### config.mk
export PLATFORM = sky130hd
export DESIGN_NAME = dll_phase_update
export DESIGN_NICKNAME = d
export VERILOG_FILES = /design/src/rtl/dll_phase_update_pkg.sv /design/src/rtl/dll_result_fifo.sv /design/src/rtl/dll_phase_update.sv
export SDC_FILE = /design/constraint.sdc
export NUM_CORES = 1
export LEC_CHECK = 0
export ABC_CLOCK_PERIOD_IN_PS = 7600
export CAP_MARGIN = 20
export CORE_ASPECT_RATIO = 0.5
export CORE_MARGIN = 2
export CORE_UTILIZATION = 30
export CTS_BUF_LIST = sky130_fd_sc_hd__clkbuf_8
export DETAILED_ROUTE_END_ITERATION = 10
export PLACE_DENSITY = 0.51
export SYNTH_ARGS = -nofsm -noshare
export SYNTH_HDL_FRONTEND = slang
export SYNTH_HIERARCHICAL = 1
export SYNTH_SLANG_ARGS = --single-unit
### constraint.sdc
create_clock -name clk -period 7.6 [get_ports clk]
set_clock_uncertainty 0.15 [all_clocks]
set_input_delay 0.76 -clock clk [delete_from_list [all_inputs] [get_ports clk]]
set_output_delay 0.76 -clock clk [all_outputs]
set_load 0.005 [all_outputs]
### src/rtl/dll_phase_update_pkg.sv
// dll_phase_update_pkg: shared DLL widths, reset increment, clamp bounds and FSM encoding
package dll_phase_update_pkg;
  localparam int CH_W = 2;
  localparam int DPHI_W = 16;
  localparam int INC_W = 24;
  localparam logic [INC_W-1:0] INC_NOM = 24'h100000;
  localparam int INC_MIN = 1;
  localparam logic [INC_W-1:0] INC_MAX = '1;
  typedef enum logic [1:0] {IDLE = 2'd0, FETCH = 2'd1, APPLY = 2'd2} state_t;
endpackage

### src/rtl/dll_result_fifo.sv
// dll_result_fifo: pending-result queue with same-cycle bypass when empty
module dll_result_fifo #(
  parameter int WIDTH = 18,
  parameter int DEPTH = 4
) (
  input  logic             clk,
  input  logic             global_reset,
  input  logic             push,
  input  logic             pop,
  input  logic [WIDTH-1:0] din,
  output logic [WIDTH-1:0] dout,
  output logic             accepted,
  output logic             avail,
  output logic             full,
  output logic             empty
);
  localparam int AW = $clog2(DEPTH);
  logic [WIDTH-1:0] mem [DEPTH];
  logic [AW-1:0] rptr, wptr;
  logic [AW:0] count;
  logic wr, rd;
  assign empty = count == '0;
  assign full = count == (AW+1)'(DEPTH);
  assign avail = !empty || push;
  assign accepted = push && (!full || pop);
  assign wr = accepted && !(empty && pop);
  assign rd = pop && !empty;
  assign dout = empty ? din : mem[rptr];
  always_ff @(posedge clk or posedge global_reset)
    if (global_reset) begin
      rptr <= '0;
      wptr <= '0;
      count <= '0;
    end else begin
      if (wr) wptr <= wptr + 1'b1;
      if (rd) rptr <= rptr + 1'b1;
      count <= count + (AW+1)'(wr) - (AW+1)'(rd);
    end
  always_ff @(posedge clk)
    if (wr) mem[wptr] <= din;
endmodule

### src/rtl/dll_phase_update.sv
// dll_phase_update: per-channel code-rate increment store with queued, clamped DLL corrections
module dll_phase_update
  import dll_phase_update_pkg::*;
#(
  parameter int NUM_CHANNELS = 4,
  parameter int CHANNEL_ID_WIDTH = CH_W,
  parameter int DPHI_WIDTH = DPHI_W,
  parameter int INC_WIDTH = INC_W,
  parameter logic [INC_WIDTH-1:0] INC_NOMINAL = INC_NOM,
  parameter int FIFO_DEPTH = 4
) (
  input  logic                        clk,
  input  logic                        global_reset,
  input  logic                        result_ready,
  input  logic [CHANNEL_ID_WIDTH-1:0] result_tag,
  input  logic [DPHI_WIDTH-1:0]       delta_phase_increment,
  input  logic                        init_valid,
  input  logic [CHANNEL_ID_WIDTH-1:0] init_tag,
  input  logic [INC_WIDTH-1:0]        init_value,
  input  logic [CHANNEL_ID_WIDTH-1:0] rd_tag,
  output logic [INC_WIDTH-1:0]        rd_inc,
  output logic                        upd_valid,
  output logic [CHANNEL_ID_WIDTH-1:0] upd_tag,
  output logic [INC_WIDTH-1:0]        upd_inc,
  output logic                        sat_event,
  output logic                        overflow
);
  localparam int SW = INC_WIDTH + 2;
  localparam int FW = CHANNEL_ID_WIDTH + DPHI_WIDTH;
  state_t state, nxt;
  logic [CHANNEL_ID_WIDTH-1:0] tag_q;
  logic [DPHI_WIDTH-1:0] dphi_q;
  logic [INC_WIDTH-1:0] old_q, clamped;
  logic [INC_WIDTH-1:0] arr [NUM_CHANNELS];
  logic [INC_WIDTH-1:0] arr_nxt [NUM_CHANNELS];
  logic [FW-1:0] dout;
  logic [SW-1:0] sum;
  logic push, pop, accepted, avail, full, empty;
  logic cancel_q, hit, apply, lo, hi;
  assign push = result_ready && int'(result_tag) < NUM_CHANNELS;
  dll_result_fifo #(.WIDTH(FW), .DEPTH(FIFO_DEPTH)) u_fifo (
    .clk(clk),
    .global_reset(global_reset),
    .push(push),
    .pop(pop),
    .din({result_tag, delta_phase_increment}),
    .dout(dout),
    .accepted(accepted),
    .avail(avail),
    .full(full),
    .empty(empty)
  );
  always_ff @(posedge clk or posedge global_reset)
    if (global_reset) state <= IDLE;
    else state <= nxt;
  always_comb nxt = state == FETCH ? APPLY : pop ? FETCH : IDLE;
  // init to the in-flight channel during FETCH or APPLY voids that update
  always_comb begin
    hit = init_valid && init_tag == tag_q;
    pop = state != FETCH && avail;
    apply = state == APPLY && !cancel_q && !hit;
  end
  // two guard bits: top bit flags a negative sum, next one a sum past the maximum
  always_comb begin
    sum = {2'b00, old_q} + {{(SW-DPHI_WIDTH){dphi_q[DPHI_WIDTH-1]}}, dphi_q};
    lo = sum[SW-1] || sum == '0;
    hi = !sum[SW-1] && sum[SW-2];
    clamped = lo ? INC_WIDTH'(INC_MIN) : hi ? '1 : sum[INC_WIDTH-1:0];
  end
  always_comb
    for (int i = 0; i < NUM_CHANNELS; i++)
      arr_nxt[i] = (init_valid && int'(init_tag) == i) ? init_value :
                   (apply && int'(tag_q) == i) ? clamped : arr[i];
  always_ff @(posedge clk or posedge global_reset)
    if (global_reset) begin
      for (int i = 0; i < NUM_CHANNELS; i++) arr[i] <= INC_NOMINAL;
      tag_q <= '0;
      dphi_q <= '0;
      old_q <= '0;
      cancel_q <= 1'b0;
      rd_inc <= '0;
      upd_valid <= 1'b0;
      upd_tag <= '0;
      upd_inc <= '0;
      sat_event <= 1'b0;
      overflow <= 1'b0;
    end else begin
      arr <= arr_nxt;
      if (pop) {tag_q, dphi_q} <= dout;
      if (state == FETCH) old_q <= arr[tag_q];
      cancel_q <= state == FETCH && hit;
      rd_inc <= int'(rd_tag) < NUM_CHANNELS ? arr_nxt[rd_tag] : '0;
      upd_valid <= apply;
      sat_event <= apply && (lo || hi);
      if (apply) begin
        upd_tag <= tag_q;
        upd_inc <= clamped;
      end
      overflow <= overflow || (push && !accepted);
    end
endmodule

==> results of run 1 <==
[final timing paths]
kind                                         from                         to  slack (ns)  cells after the start
max                        dphi_q[15]$_DFFE_PP0P_        rd_inc[2]$_DFF_PP0_        2.89                     11
min                            overflow$_DFF_PP0_         overflow$_DFF_PP0_        0.32                      1
max reg2reg                dphi_q[15]$_DFFE_PP0P_        rd_inc[2]$_DFF_PP0_        2.89                     11
min reg2reg                    overflow$_DFF_PP0_         overflow$_DFF_PP0_        0.32                      1
max in group asynchronous            global_reset          arr[10]$_DFF_PP0_        5.18                      3
min in group asynchronous            global_reset  u_fifo/count[0]$_DFF_PP0_        0.44                      2
[report_power, final]
group	leakage (µW)	total, µW	internal, µW	switching (µW)
combinational	0.00317	5170	2040	3130
clock	0.000524	1290	679	613
sequential	0.00307	2500	2130	374
total	0.00676	8970	4850	4120
[worst max-delay path, delay by kind of cell, from the launching register on]
kind | cells | cell delay (ns)
and+or+nand+nor | 6 | 1.43
AOI/OAI and AO/OA | 3 | 1.17
adders and majority gates | 1 | 0.66
DFF | 1 | 0.62
muxes | 1 | 0.50
[cells in the mapped netlist, types with 5 or more instances]
cell	count
sky130_fd_sc_hd__xor2_1	14
sky130_fd_sc_hd__ha_1	31
sky130_fd_sc_hd__nand2b_1	5
sky130_fd_sc_hd__o22ai_1	18
sky130_fd_sc_hd__and3_1	54
sky130_fd_sc_hd__nor2_1	65
sky130_fd_sc_hd__a22oi_1	8
sky130_fd_sc_hd__nor3_1	12
sky130_fd_sc_hd__a31oi_1	11
sky130_fd_sc_hd__o32a_1	6
sky130_fd_sc_hd__inv_1	34
sky130_fd_sc_hd__a221oi_1	6
sky130_fd_sc_hd__a21oi_1	103
sky130_fd_sc_hd__o21ai_0	76
sky130_fd_sc_hd__a211oi_1	8
sky130_fd_sc_hd__a221o_1	6
sky130_fd_sc_hd__mux4_2	54
sky130_fd_sc_hd__dfrtp_1	197
sky130_fd_sc_hd__buf_1	9
sky130_fd_sc_hd__buf_2	10
sky130_fd_sc_hd__o21bai_1	8
sky130_fd_sc_hd__o21ai_2	7
sky130_fd_sc_hd__mux2_2	68
sky130_fd_sc_hd__a21oi_2	5
sky130_fd_sc_hd__buf_6	8
sky130_fd_sc_hd__nand3_1	12
sky130_fd_sc_hd__o221ai_1	7
sky130_fd_sc_hd__and2_1	18
sky130_fd_sc_hd__clkbuf_1	58
sky130_fd_sc_hd__nand2_1	117
sky130_fd_sc_hd__a21o_1	13
sky130_fd_sc_hd__or3_1	11
sky130_fd_sc_hd__xnor2_1	12
sky130_fd_sc_hd__edfxtp_1	72
[stage by stage]
| stage | worst slack, ns | instances | utilization [%] | cell area, µm² |
|---|---|---|---|---|
| detailed placement | 2.81 | 1905 | 33.7 | 15700 |
| floorplan | 1.41 | 1237 | - | 14200 |
| global route | 2.60 | 1990 | 35.7 | 16700 |
| global placement | 2.95 | 1905 | 33.7 | 15700 |
| finish | 2.89 | 1990 | 35.7 | 16700 |
| CTS | 2.91 | 1987 | 35.6 | 16600 |
[layout make-up]
cell class / count / share of cell area (%)
sequential: 273 / 43.1
multi-input combinational: 843 / 38.7
timing repair buffer: 120 / 7.21
tap: 638 / 4.78
clock buffer: 54 / 4.45
clock inverter: 28 / 0.892
inverter: 34 / 0.810
[registers in the layout, summed over array words and instances, names as in the netlist, 2 cells and up]
register,flops
u_fifo/wptr,2
state,2
tag_q,2
dphi_q,16
arr,96
rd_inc,24
u_fifo/mem,72
u_fifo/rptr,2
u_fifo/count,3
upd_inc,24
old_q,24
upd_tag,2
[cell families after synthesis]
logic type | count (synthesis)
compound gates | 325
xor+xnor | 26
fa+ha+maj | 33
buf+inv | 121
flops | 273
mux | 122
simple gates | 337
[metal layers]
metal / global-route usage (%) / part of all wire, %
met5: 0 / 0
met2: 29.7 / 47
met3: 3.80 / 6.4
met4: 6.67 / 3.0
met1: 23.8 / 44
==> metrics.md, run 1 <==
| Metric | Value |
|---|---|
| CP Capture Type | flip-flop |
| Number of global-route vias before repair | 10900 |
| XOR/XNOR Fraction of Synth Area | 1.61% |
| Pre-antenna DRT Iters | 5 |
| Number of filler cells placed in the layout | 4571 |
| Adder and majority cell fraction of the synthesized area | 3.02% |
| Setup TNS | 0 ns |
| Buffers inserted during post-CTS setup optimization | 0 |
| Total clock sinks | 273 |
| Data required time at the worst endpoint | 7.89 ns |
| Final number of hold-violating endpoints | 0 |
| Max clock buf depth | 3 |
| Count of different cell masters after synthesis | 82 |
| Sequential cell area in the final layout | 0.00720 mm² |
| Hold buffer count at CTS | 0 |
| Crit path largest cell delay | 0.66 ns |
| Count of instances resized after the clock tree is built | 0 |
| Clock H-tree levels | 2 |
| IO buf count | 102 |
| Synth Instances | 1237 |
| Simple-gate portion of the synthesized area | 11.9% |
| Clock insertion delay at the later pin of the skew report | 0.58 ns |
| Vias per Instance | 5.35 |
| Antenna violations before repair | 0 |
| Max Cap Viol | 0 |
| Minimum clock period after layout | 4.71 ns |
| Overall routing resource usage | 18.1% |
| Number of synthesis warnings | 6 |
| Cell repeated most along the worst path | sky130_fd_sc_hd__nand3_2 |
| Final weighted congestion in routability-driven placement | 0.864 |
| DP HPWL | 29800 µm |
| Wire length of the first global-routing pass | 67700 µm |
| CTS tree | done |
| Max-Slew Margin vs Limit | 25.8% |
| Main combinational cell family by area after synthesis | compound AO/OA/AOI/OAI gates |
| Commonest non-fill, non-tap cell in the layout | sky130_fd_sc_hd__dfrtp_1 |
| Post-route antenna net violation count | 0 |
| Transition at the pin with the smallest max-transition slack | 1.11 ns |
| Number of buffers created by CTS | 45 |
| Share of async-settable or async-resettable flops after synthesis | 73.6% |
| Share of the synthesized area in compound gates (AO/OA/AOI/OAI) | 14.9% |
| Highest-count cells in the layout ignoring fill and taps | 196 x sky130_fd_sc_hd__dfrtp_1, 116 x sky130_fd_sc_hd__nand2_1, 103 x sky130_fd_sc_hd__a21oi_1, 102 x sky130_fd_sc_hd__clkdlybuf4s50_1, 76 x sky130_fd_sc_hd__o21ai_0 |
| Residual overflow from global routing | 0 |
| Fin Hold WS | 0.320 ns |
| RSZ-0062 raised after global routing | false |
| Outcome | finished clean |
| Number of register bits inferred by synthesis | 273 |
| Area Overhead vs Synth | 17.8% |
| Total leakage power | 0.00676 µW |
| Highest net fanout along the worst path | 18 |
| Average routed wire per standard cell | 22.4 µm |
| Clock root buffer | sky130_fd_sc_hd__clkbuf_8 |
| Total power divided by cell area | 537 mW/mm² |
| Floorplan Core Area | 0.0467 mm² |
| Final slew viol count | 0 |
| Top cell type by total area after synthesis | sky130_fd_sc_hd__dfrtp_1 |
| Remaining design rule violation count | 0 |
| Standard-cell row count | 56 |
| Worst endpoint data arrival time | 4.99 ns |
| Final Total Pwr | 8970 µW |
| Post-synthesis cell area | 0.0142 mm² |
| Mapped Nets | 1320 |
| Fraction of post-synthesis cell area in the top cell type by area | 34.8% |
| Antenna diode count | 0 |
| Type of the most critical hold path | reg -> reg |
| Upper clock frequency limit | 213 MHz |
| Post-route fraction of the period consumed by the critical path | 61.9% |
| Total Die Area | 0.0491 mm² |
| Area of combinational cells with multiple inputs | 0.00646 mm² |
| Worst-path cell with the longest stage delay | sky130_fd_sc_hd__ha_1 |
| Post-Route WL | 44500 µm |
| Horizontal die dimension | 311 µm |
| Dominant register cell in the synthesized netlist | sky130_fd_sc_hd__dfrtp_1 |
| Total I/O pin count | 103 |
| Sequence of cells on the critical path | ha_1 > nand4_2 > or3_1 > nor2_1 > nand3_2 > nand3_2 > a21o_1 > nand2_2 > o21ai_1 > o21ai_0 > mux4_2 |
| Critical Path Start Type | flip-flop |
| Number of enable-type register cells in the synthesized netlist | 72 |
| Maximum number of pins on one net before global-route repair | 134 |
| DR iter-0 viols | 971 |
| Chip Height | 158 µm |
| Initial cell density of the core | 30.3% |
| Vias | 10600 |
| Layout Nets | 1400 |
| Final setup violating endpoints | 0 |
| Category of the critical setup timing path | reg -> reg |
| Layout cell share with drive strength beyond 1 | 18.3% |
| Largest cells by area after synthesis | sky130_fd_sc_hd__dfrtp_1 35%, sky130_fd_sc_hd__edfxtp_1 15%, sky130_fd_sc_hd__mux4_2 8.6% |
| Part of the Yosys area used for sequential elements | 50.8% |
| Clock transition at the registers of the reported paths | 0.06 ns |
| Synthesized area divided by synthesized cell count | 11.5 µm² |
| Highest ir drop seen on vdd | 0.227 mV |
| Multiplexer share of the synthesized area | 14.0% |
(Power assumes the default switching activity.)
==> inputs of run 2 (changes only) <==
ABC_CLOCK_PERIOD_IN_PS = 4290   (was 7600)
PLACE_DENSITY = 0.53   (was 0.51)
clock period = 4.29 ns   (was 7.6 ns; I/O delays follow)
==> run 2 against run 1 <==
  * Global-route usage rose by 0.68 points
  * Die area unchanged
  * Hold slack worse by 0.26 ns
  * Highest routed layer unchanged
  * Via count rose by 3.0%
  * Flip-flop and latch count did not move
  * Sequential power up 76%
  * Critical path type unchanged
  * Clock-buffer cell count stayed put
  * Core utilization is 0.64 points higher
==> metrics.md, run 2 (synthesized netlist as in run 1, its figures left out) <==
| Metric | Value |
|---|---|
| Outcome | finished clean (unchanged) |
| Layout Nets | 1442 (was 1400) |
| Clk pwr share | 13.7% (was 14.4%) |
| Pre-antenna DRT Iters | 6 (was 5) |
| DR iter-0 viols | 1035 (was 971) |
| Data required time at the worst endpoint | 4.59 ns (was 7.89 ns) |
| Remaining design rule violation count | 0 (unchanged) |
| Highest-count cells in the layout ignoring fill and taps | 196 x sky130_fd_sc_hd__dfrtp_1, 117 x sky130_fd_sc_hd__nand2_1, 103 x sky130_fd_sc_hd__a21oi_1, 102 x sky130_fd_sc_hd__clkdlybuf4s50_1, 76 x sky130_fd_sc_hd__o21ai_0 (was 196 x sky130_fd_sc_hd__dfrtp_1, 116 x sky130_fd_sc_hd__nand2_1, 103 x sky130_fd_sc_hd__a21oi_1, 102 x sky130_fd_sc_hd__clkdlybuf4s50_1, 76 x sky130_fd_sc_hd__o21ai_0) |
| Maximum number of pins on one net before global-route repair | 105 (was 134) |
| Number of buffers created by CTS | 44 (was 45) |
| Average routed wire per standard cell | 22.7 µm (was 22.4 µm) |
| Sequential cell area in the final layout | 0.00720 mm² (unchanged) |
| Crit path largest cell delay | 0.54 ns (was 0.66 ns) |
| Setup TNS | 0 ns (unchanged) |
| Sw Pwr | 7450 µW (was 4120 µW) |
| Cell repeated most along the worst path | sky130_fd_sc_hd__nand2_1 (was sky130_fd_sc_hd__nand3_2) |
| Highest net fanout along the worst path | 16 (was 18) |
| Total I/O pin count | 103 (unchanged) |
| Upper clock frequency limit | 247 MHz (was 213 MHz) |
| Floorplan Core Area | 0.0467 mm² (unchanged) |
| Crit path max-delay family | simple AND/OR/NAND/NOR gates (unchanged) |
| Clock H-tree levels | 2 (unchanged) |
| Comb power frac | 59.5% (was 57.7%) |
| Max-Slew Margin vs Limit | 28.5% (was 25.8%) |
| Minimum clock period after layout | 4.05 ns (was 4.71 ns) |
| Final slew viol count | 0 (unchanged) |
| Chip Height | 158 µm (unchanged) |
| Total Die Area | 0.0491 mm² (unchanged) |
| Antenna violations before repair | 1 (was 0) |
| Total power divided by cell area | 971 mW/mm² (was 537 mW/mm²) |
| Registers with the highest flip-flop counts | arr: 96 flops, u_fifo/mem: 72 flops (unchanged) |
| Post-route fraction of the period consumed by the critical path | 94.5% (was 61.9%) |
| CTS tree | done (unchanged) |
| Overall routing resource usage | 18.8% (was 18.1%) |
| Transition at the pin with the smallest max-transition slack | 1.07 ns (was 1.11 ns) |
| Final setup violating endpoints | 0 (unchanged) |
| Count of cells along the worst register-to-register path | 13 (was 11) |
| Number of filler cells placed in the layout | 4606 (was 4571) |
| Internal power contribution | 9040 µW (was 4850 µW) |
| Finished Cell Area | 0.0170 mm² (was 0.0167 mm²) |
| Area post-placement | 0.0161 mm² (was 0.0157 mm²) |
| Clock transition at the registers of the reported paths | 0.06 ns (about the same) |
| Total leakage power | 0.00696 µW (was 0.00676 µW) |
| Max FFs per register | 96 (unchanged) |
| Max clock buf depth | 3 (unchanged) |
| Register containing the most flip-flops in the final layout | arr (unchanged) |
| Post-route antenna net violation count | 0 (unchanged) |
| Number of global-route vias before repair | 11200 (was 10900) |
| Final weighted congestion in routability-driven placement | 0.869 (was 0.864) |
| Hold buffer count at CTS | 0 (unchanged) |
| Area of combinational cells with multiple inputs | 0.00646 mm² (about the same) |
| Highest ir drop seen on vdd | 0.470 mV (was 0.227 mV) |
| Commonest non-fill, non-tap cell in the layout | sky130_fd_sc_hd__dfrtp_1 (unchanged) |
| Worst-path cell with the longest stage delay | sky130_fd_sc_hd__or4_4 (was sky130_fd_sc_hd__ha_1) |
| Horizontal die dimension | 311 µm (unchanged) |
| Vias per Instance | 5.39 (was 5.35) |
| Sequence of cells on the critical path | ha_1 > fa_1 > a211oi_1 > o21ai_1 > a21oi_1 > nor4_1 > or4_4 > nand2_1 > buf_4 > nand2_1 > nand2_1 > o21ai_0 > mux4_2 (was ha_1 > nand4_2 > or3_1 > nor2_1 > nand3_2 > nand3_2 > a21o_1 > nand2_2 > o21ai_1 > o21ai_0 > mux4_2) |
| IO buf count | 102 (unchanged) |
| Total clock sinks | 273 (unchanged) |
| Area Overhead vs Synth | 19.9% (was 17.8%) |
| Wire length of the first global-routing pass | 70100 µm (was 67700 µm) |
| RSZ-0062 raised after global routing | true (was false) |
| Category of the critical setup timing path | reg -> reg (unchanged) |
| Final number of hold-violating endpoints | 0 (unchanged) |
| Max Cap Viol | 0 (unchanged) |
| Number of stages on the worst setup path | 13 (was 11) |
| Layout cell share with drive strength beyond 1 | 20.5% (was 18.3%) |
| DP HPWL | 31600 µm (was 29800 µm) |
| Clock insertion delay at the later pin of the skew report | 0.59 ns (was 0.58 ns) |
| Type of the most critical hold path | in -> async (was reg -> reg) |
| Residual overflow from global routing | 0 (unchanged) |
| Post-Route WL | 46200 µm (was 44500 µm) |
| Fraction of power spent switching nets | 45.2% (was 45.9%) |
| Proportion of power drawn by flip-flops and latches | 26.8% (was 27.9%) |
| Clock root buffer | sky130_fd_sc_hd__clkbuf_8 (unchanged) |
| Critical Path Start Type | flip-flop (unchanged) |
| Worst endpoint data arrival time | 4.35 ns (was 4.99 ns) |
| CP Capture Type | flip-flop (unchanged) |
| Initial cell density of the core | 30.3% (unchanged) |
| Standard-cell row count | 56 (unchanged) |
| Bufs and invs on worst path | 1 (was 0) |
| Vias | 11000 (was 10600) |
==> run 2: metrics by stage <==
step	util, %	setup slack [ns]	hold WS, ns	power [µW]	cells
final	36.4	0.237	0.0558	16500	2033
after global routing	36.4	-0.0228	0.0289	17600	2033
after floorplan	-	0.452	0.0824	10500	1237
after CTS	36.2	0.197	0.0158	16400	2026
after detailed placement	34.4	0.227	0.302	14000	1946
after global placement	34.4	0.302	0.289	13900	1946
==> run 2: routing by layer <==
metal	global-route usage [%]	routed length (µm)	part of all wire, %	up-vias
li1	-	-	-	4859
met1	25.6	20800	45	5584
met2	30.3	21300	46	428
met3	3.84	2940	6.4	87
met4	5.48	1150	2.5	0
met5	0	0	0	-
==> run 2: worst paths after layout <==
kind | start | endpoint | slack (ns)
min reg2reg | overflow$_DFF_PP0_ | overflow$_DFF_PP0_ | 0.31
max in group asynchronous | global_reset | rd_inc[21]$_DFF_PP0_ | 3.17
max | dphi_q[0]$_DFFE_PP0P_ | rd_inc[14]$_DFF_PP0_ | 0.24
min in group clk | overflow$_DFF_PP0_ | overflow$_DFF_PP0_ | 0.31
max reg2reg | dphi_q[0]$_DFFE_PP0P_ | rd_inc[14]$_DFF_PP0_ | 0.24
min | global_reset | u_fifo/wptr[0]$_DFFE_PP0P_ | 0.06
==> run 2: layout make-up <==
cell class / count / area share [%]
Sequential cell: 273 / 42.4
Multi-Input combinational cell: 843 / 38.0
Timing Repair Buffer: 163 / 8.93
Tap cell: 638 / 4.70
Clock buffer: 54 / 4.37
Clock inverter: 26 / 0.803
Inverter: 34 / 0.773
Antenna cell: 2 / 0.0295
==> run 2: worst register-to-register path, delay by kind of cell, from the launching register on <==
kind	cells	cell delay [ns]
AND/OR/NAND/NOR	5	1.10
AO/OA/AOI/OAI	4	0.88
adder cells (fa/ha/maj)	2	0.66
multiplexers	1	0.51
flip-flops	1	0.39
buffers and inverters	1	0.23
==> run 2: timing repair <==
action / CTS / global route
gates resized for setup: 0 / 1
endpoints found under the setup margin: 0 / 2
setup buffers: 0 / 5
==> run 2: power groups by stage <==
stage	registers, µW	logic [µW]	clock network (µW)
4_1_cts	4420	9640	2330
6_report	4410	9820	2260
2_1_floorplan	4180	6330	0
5_1_grt	4520	10600	2450
3_3_place_gp	4410	9500	0
3_5_place_dp	4470	9580	0
